[src/rtl/axi2core.sv]
// axi2core: AXI-Lite slave bridging single-beat transactions onto a
// picorv32-style native memory bus (mem_valid/mem_ready).
//
// Handshake rule for every AXI channel and the native bus: a transfer
// happens on a rising edge where valid && ready are both 1. A source that
// raises valid keeps valid and its payload stable until that edge. The
// native bus completes on mem_valid && mem_ready. Outstanding depth is one
// transaction per direction; AW/W/AR each own a one-entry holding register.
module axi2core #(
  parameter logic [31:0] ADDR_BASE = 32'h0000_0000,
  parameter logic [31:0] ADDR_MASK = 32'hFFFF_0000,
  parameter int unsigned TIMEOUT   = 256
) (
  input  logic        clk,
  input  logic        resetn,
  input  logic [31:0] s_aw_addr,
  input  logic        s_aw_valid,
  output logic        s_aw_ready,
  input  logic [31:0] s_w_data,
  input  logic [3:0]  s_w_strb,
  input  logic        s_w_valid,
  output logic        s_w_ready,
  output logic [1:0]  s_b_resp,
  output logic        s_b_valid,
  input  logic        s_b_ready,
  input  logic [31:0] s_ar_addr,
  input  logic        s_ar_valid,
  output logic        s_ar_ready,
  output logic [31:0] s_r_data,
  output logic [1:0]  s_r_resp,
  output logic        s_r_valid,
  input  logic        s_r_ready,
  output logic        mem_valid,
  output logic        mem_instr,
  input  logic        mem_ready,
  output logic [31:0] mem_addr,
  output logic [31:0] mem_wdata,
  output logic [3:0]  mem_wstrb,
  input  logic [31:0] mem_rdata,
  output logic [2:0]  dbg_state
);

  typedef enum logic [2:0] {IDLE, WR_REQ, RD_REQ, WR_RESP, RD_RESP} state_t;

  state_t      state, state_nx;
  logic [31:0] aw_addr_q, w_data_q, ar_addr_q;
  logic [3:0]  w_strb_q;
  logic        aw_full, w_full, ar_full, last_rd;
  logic [31:0] tcnt;
  logic        wr_pend, rd_pend, pick_wr, pick_rd;
  logic        wr_hit, rd_hit, wr_bus, in_req, bus_done, bus_tmo, b_hs, r_hs;

  assign s_aw_ready = !aw_full;
  assign s_w_ready  = !w_full;
  assign s_ar_ready = !ar_full;
  assign mem_instr  = 1'b0;
  assign dbg_state  = state;

  // Arbitration: a write needs both AW and W; on a tie, alternate using last_rd.
  assign wr_pend = aw_full && w_full;
  assign rd_pend = ar_full;
  assign pick_wr = (state == IDLE) && wr_pend && (!rd_pend || last_rd);
  assign pick_rd = (state == IDLE) && rd_pend && !(wr_pend && last_rd);

  // Decode; a hit write with no strobes is acknowledged without a bus cycle.
  assign wr_hit = (aw_addr_q & ADDR_MASK) == ADDR_BASE;
  assign rd_hit = (ar_addr_q & ADDR_MASK) == ADDR_BASE;
  assign wr_bus = wr_hit && (w_strb_q != 4'b0000);

  // mem_ready only counts while mem_valid is up; it also beats a same-edge timeout.
  assign in_req   = (state == WR_REQ) || (state == RD_REQ);
  assign bus_done = in_req && mem_valid && mem_ready;
  assign bus_tmo  = in_req && mem_valid && !mem_ready && (TIMEOUT != 0) &&
                    (tcnt == TIMEOUT - 1);
  assign b_hs     = s_b_valid && s_b_ready;
  assign r_hs     = s_r_valid && s_r_ready;

  // State register.
  always_ff @(posedge clk or negedge resetn) begin
    if (!resetn) state <= IDLE;
    else         state <= state_nx;
  end

  // Next-state logic.
  always_comb begin
    state_nx = state;
    case (state)
      IDLE: begin
        if (pick_wr)      state_nx = wr_bus ? WR_REQ : WR_RESP;
        else if (pick_rd) state_nx = rd_hit ? RD_REQ : RD_RESP;
      end
      WR_REQ:  if (bus_done || bus_tmo) state_nx = WR_RESP;
      RD_REQ:  if (bus_done || bus_tmo) state_nx = RD_RESP;
      WR_RESP: if (b_hs) state_nx = IDLE;
      RD_RESP: if (r_hs) state_nx = IDLE;
      default: state_nx = IDLE;
    endcase
  end

  // Channel holding registers and arbitration history.
  always_ff @(posedge clk or negedge resetn) begin
    if (!resetn) begin
      aw_addr_q <= 32'h0;
      w_data_q  <= 32'h0;
      w_strb_q  <= 4'h0;
      ar_addr_q <= 32'h0;
      aw_full   <= 1'b0;
      w_full    <= 1'b0;
      ar_full   <= 1'b0;
      last_rd   <= 1'b0;
    end else begin
      if (s_aw_valid && s_aw_ready) begin
        aw_addr_q <= s_aw_addr;
        aw_full   <= 1'b1;
      end else if (b_hs) begin
        aw_full   <= 1'b0;
      end
      if (s_w_valid && s_w_ready) begin
        w_data_q <= s_w_data;
        w_strb_q <= s_w_strb;
        w_full   <= 1'b1;
      end else if (b_hs) begin
        w_full   <= 1'b0;
      end
      if (s_ar_valid && s_ar_ready) begin
        ar_addr_q <= s_ar_addr;
        ar_full   <= 1'b1;
      end else if (r_hs) begin
        ar_full   <= 1'b0;
      end
      if (pick_wr)      last_rd <= 1'b0;
      else if (pick_rd) last_rd <= 1'b1;
    end
  end

  // Native bus request: payload loads on selection, mem_valid rises one cycle later.
  always_ff @(posedge clk or negedge resetn) begin
    if (!resetn) begin
      mem_valid <= 1'b0;
      mem_addr  <= 32'h0;
      mem_wdata <= 32'h0;
      mem_wstrb <= 4'h0;
      tcnt      <= 32'h0;
    end else begin
      if (pick_wr && wr_bus) begin
        mem_addr  <= {aw_addr_q[31:2], 2'b00};
        mem_wdata <= w_data_q;
        mem_wstrb <= w_strb_q;
      end else if (pick_rd && rd_hit) begin
        mem_addr  <= {ar_addr_q[31:2], 2'b00};
        mem_wdata <= 32'h0;
        mem_wstrb <= 4'h0;
      end
      if (bus_done || bus_tmo) mem_valid <= 1'b0;
      else if (in_req)         mem_valid <= 1'b1;
      if (in_req && mem_valid && !mem_ready && !bus_tmo) tcnt <= tcnt + 32'd1;
      else                                               tcnt <= 32'h0;
    end
  end

  // AXI responses: decode errors and empty writes answer straight from IDLE.
  always_ff @(posedge clk or negedge resetn) begin
    if (!resetn) begin
      s_b_valid <= 1'b0;
      s_b_resp  <= 2'b00;
      s_r_valid <= 1'b0;
      s_r_resp  <= 2'b00;
      s_r_data  <= 32'h0;
    end else begin
      if (pick_wr && !wr_bus) begin
        s_b_valid <= 1'b1;
        s_b_resp  <= wr_hit ? 2'b00 : 2'b11;
      end else if ((state == WR_REQ) && bus_done) begin
        s_b_valid <= 1'b1;
        s_b_resp  <= 2'b00;
      end else if ((state == WR_REQ) && bus_tmo) begin
        s_b_valid <= 1'b1;
        s_b_resp  <= 2'b10;
      end else if (b_hs) begin
        s_b_valid <= 1'b0;
      end
      if (pick_rd && !rd_hit) begin
        s_r_valid <= 1'b1;
        s_r_resp  <= 2'b11;
        s_r_data  <= 32'h0;
      end else if ((state == RD_REQ) && bus_done) begin
        s_r_valid <= 1'b1;
        s_r_resp  <= 2'b00;
        s_r_data  <= mem_rdata;
      end else if ((state == RD_REQ) && bus_tmo) begin
        s_r_valid <= 1'b1;
        s_r_resp  <= 2'b10;
        s_r_data  <= 32'h0;
      end else if (r_hs) begin
        s_r_valid <= 1'b0;
      end
    end
  end

endmodule

[config.mk]
export PLATFORM = sky130hd
export DESIGN_NAME = axi2core
export DESIGN_NICKNAME = d
export VERILOG_FILES = /design/src/rtl/axi2core.sv
export SDC_FILE = /design/constraint.sdc
export NUM_CORES = 1
export LEC_CHECK = 0
export BUFFER_PORTS_ARGS = -buffer_cell sky130_fd_sc_hd__buf_2
export CORE_MARGIN = 3
export CORE_UTILIZATION = 57
export DETAILED_ROUTE_END_ITERATION = 7
export PLACE_DENSITY = 0.85
export REMOVE_ABC_BUFFERS = 1
export SLEW_MARGIN = 20
export SYNTH_ARGS = -nofsm -noshare
export SYNTH_HDL_FRONTEND = slang
export SYNTH_SLANG_ARGS = --single-unit
[constraint.sdc]
create_clock -name clk -period 3.8 [get_ports clk]
set_clock_uncertainty 0.05 [all_clocks]
set_input_delay 0.19 -clock clk [delete_from_list [all_inputs] [get_ports clk]]
set_output_delay 0.19 -clock clk [all_outputs]
set_load 0.01 [all_outputs]
==> run summary <==
via count: 7527
Hold Crit Class: primary input to register
Inserted Clock Buffers: 26
main flop type after synthesis: dfrtp_1
global-route usage over all layers: 30.38%
capturing point of the worst reg2reg path: mem_wdata[15]
TritonCTS clock tree: done
Yosys top cell by area: dfrtp_1
post-synthesis async set-or-reset flop share: 100.0%
vias in the first global route: 8119
Worst Hold Path Cells: 3
fin crit share: 70.74%
Setup Viol. Count Final: 0
register clock-pin slew on the reported worst setup and hold paths: 0.06 ns
count leader, synth: dfrtp_1
maximum fanout along the worst path: 36
die footprint: 18350 µm²
core footprint: 16120 µm²
Max Slew Vio Count: 0
Fin. Hold Viols: 0
CP cell instances: nor4_1 > and4_1 > and3_2 > buf_4 > a22o_1
clock latency on the worst-skew pair: 0.53 ns
worst reg-to-reg path cell count: 5
Unique masters post-synth: 41
I/O pin count: 254
top cells by count, synth: dfrtp_1 (240), mux2_2 (97), a22o_1 (68)
dpl ws: 1.249 ns
Die W: 135.5 µm
Hold Path End: s_b_resp[1]
CTS sink cnt: 240
worst r2r src: aw_addr_q[24]
Post-synth EDFFs: 0
final setup margin: 1.112 ns
area of the mapped netlist: 9552 µm²
grt ovf: 0
unrepaired setup endpoints after global routing: no
cts repair resizes: 0
DRT iter0 DRCs: 527
Syn Area/Cell: 13.43 µm²
clock root buffer: clkbuf_16
global-route wire length before repair: 43660 µm
Syn Inst Count: 711
P per Cell Area: 633.7 nW/µm²
DRC: 0
DP Cell Count: 1141
Max-slew headroom: 37.88%
f_max: 372.0 MHz
status: finished, final reports clean
post-route ant nets: 0
WS Path Type: register to register
Worst Path Required: 4.19 ns
sequential share of the synthesized area: 62.88%
Final Non-Filler Cells: 1326
Yosys top cell area share: 62.88%
Pre-antenna DRT Iters: 5
Nets: 1228
Crit path largest cell delay: 0.48 ns
Final Util: 81.17%
Core Rows: 46
worst slew pin tran: 0.9298 ns
final RePlAce weighted congestion: 0.8048
LEAKAGE: 6.461 nW
CTS Buffer Depth: 3
worst hold start: mem_ready
warnings from Yosys: 0
Setup crit end kind: register
Avg WL per Cell: 21.22 µm
die height: 135.5 µm
largest net degree at the start of global routing: 120
drt total wl: 28140 µm
peak supply drop: 464.2 µV
initial core utilization: 59.27%
PortBufs: 246
fraction of layout cells with a size suffix above 1: 36.11%
fill cell count: 870
hpwl dp: 14670 µm
WP data arrival: 3.08 ns
WHS: 0.01345 ns
initial antenna violation count: 0
Crit-path slowest cell: nor4_1
crit path time final: 2.688 ns
Seq cells post-synth: 240
Worst R2R Setup Slack: 1.11 ns
# H-tree levels: 1
Area Overhead vs Synth: 36.95%
largest cells by area after synthesis: dfrtp_1 (63%), mux2_2 (11%), a22o_1 (6.2%)
setup_tns: 0 ns
MaxCap Viol Count: 0
Worst setup SP type: register
Via density: 5.676
metal layers:
layer	track usage, %	routed length (µm)
met5	0	0
met2	52.41	14590
met3	5.349	1738
met1	37.02	10450
met4	15.12	1363
worst max-delay path by stage:
stage	from	to	slack (ns)
3_5_place_dp	tcnt[0]	s_r_valid	1.25
2_1_floorplan	w_strb_q[0]	mem_wdata[0]	1.10
3_3_place_gp	tcnt[0]	s_r_valid	1.32
4_1_cts	tcnt[0]	s_r_valid	1.22
5_1_grt	tcnt[0]	s_r_valid	0.99
6_report	aw_addr_q[24]	mem_wdata[15]	1.11
cell type report:
type                            instances  area, µm²  area share (%)
Clock buffer                           40      743.2           5.681
Timing Repair Buffer                  387       2658           20.32
Multi-Input combinational cell        420       3252           24.86
Inverter                               12      45.04          0.3443
Clock inverter                          6      95.09          0.7269
Sequential cell                       240       6006           45.91
Antenna cell                            5      12.51         0.09565
Tap cell                              216      270.3           2.066
stage by stage:
stage               area [µm²]  power [mW]
detailed placement       10880       5.514
finish                   13080       8.290
global route             13070       8.635
CTS                      13050       8.120
floorplan                 9276       4.839
global placement         10880       5.397
critical path: cells and delay by family, from the launching register on:
family	cells	cell delay [ns]
compound gates	1	0.27
flops	1	0.41
simple gates	3	1.40
buf+inv	1	0.46
cells by family (layout without fill, tap and decap cells):
group | after synthesis | in the layout | synth area share, %
AOI/OAI and AO/OA | 107 | 107 | 9.288
adders and majority gates | 1 | 1 | 0.1310
and+or+nand+nor | 181 | 181 | 9.956
xor gates and xnor gates | 31 | 31 | 2.843
DFF | 240 | 240 | 62.88
other | 1 | 8 | 0.03926
muxes | 97 | 97 | 11.44
buffers and inverters | 53 | 445 | 3.432
state kept, by name, summed over array words and instances, names as in the netlist:
| signal | flops |
|---|---|
| mem_wdata | 32 |
| s_r_data | 32 |
| tcnt | 32 |
| w_data_q | 32 |
| ar_addr_q | 30 |
| aw_addr_q | 30 |
| mem_addr | 30 |
| mem_wstrb | 4 |
| w_strb_q | 4 |
| dbg_state | 3 |
| s_b_resp | 2 |
| s_r_resp | 2 |
| ar_full | 1 |
| aw_full | 1 |
| last_rd | 1 |
| mem_valid | 1 |
| s_b_valid | 1 |
| s_r_valid | 1 |
| w_full | 1 |
cell usage in the layout (no fill, tap or decap), drive strengths merged:
| master | netlist | final |
|---|---|---|
| clkbuf | 9 | 40 |
| and2b | 1 | 1 |
| diode | 0 | 5 |
| nor4 | 17 | 17 |
| nand2b | 2 | 2 |
| ha | 1 | 1 |
| a2bb2oi | 1 | 1 |
| clkinv | 0 | 3 |
| o21bai | 1 | 1 |
| xnor2 | 10 | 10 |
| a21oi | 7 | 7 |
| o31ai | 1 | 1 |
| bufinv | 0 | 2 |
| conb | 1 | 3 |
| nor2 | 43 | 43 |
| a41o | 1 | 1 |
| and4 | 7 | 7 |
| nor2b | 4 | 4 |
| xor2 | 21 | 21 |
| inv | 12 | 13 |
| or4 | 1 | 1 |
| o21ai | 5 | 5 |
| nand2 | 38 | 38 |
| dfrtp | 240 | 240 |
| nand3 | 17 | 17 |
| o2bb2ai | 1 | 1 |
| a22o | 68 | 68 |
| nand4 | 13 | 13 |
| a32oi | 1 | 1 |
| buf | 32 | 254 |
| nor3 | 5 | 5 |
| and3 | 10 | 10 |
| and2 | 22 | 22 |
| nand4b | 1 | 1 |
| a22oi | 14 | 14 |
| mux2 | 97 | 97 |
| a41oi | 2 | 2 |
| a21o | 5 | 5 |
| dlygate4sd3 | 0 | 133 |
power breakdown:
part | internal, mW | total, mW | switching [mW]
sequential | 3.30 | 3.85 | 0.550
clock | 1.48 | 2.50 | 1.02
combinational | 1.03 | 1.94 | 0.912
timing repair:
item	CTS	global route
hold buffers	133	0
hold endpoints to repair	208	0
buffers inserted	0	0
Note: power is estimated with default switching activity, not from simulation.
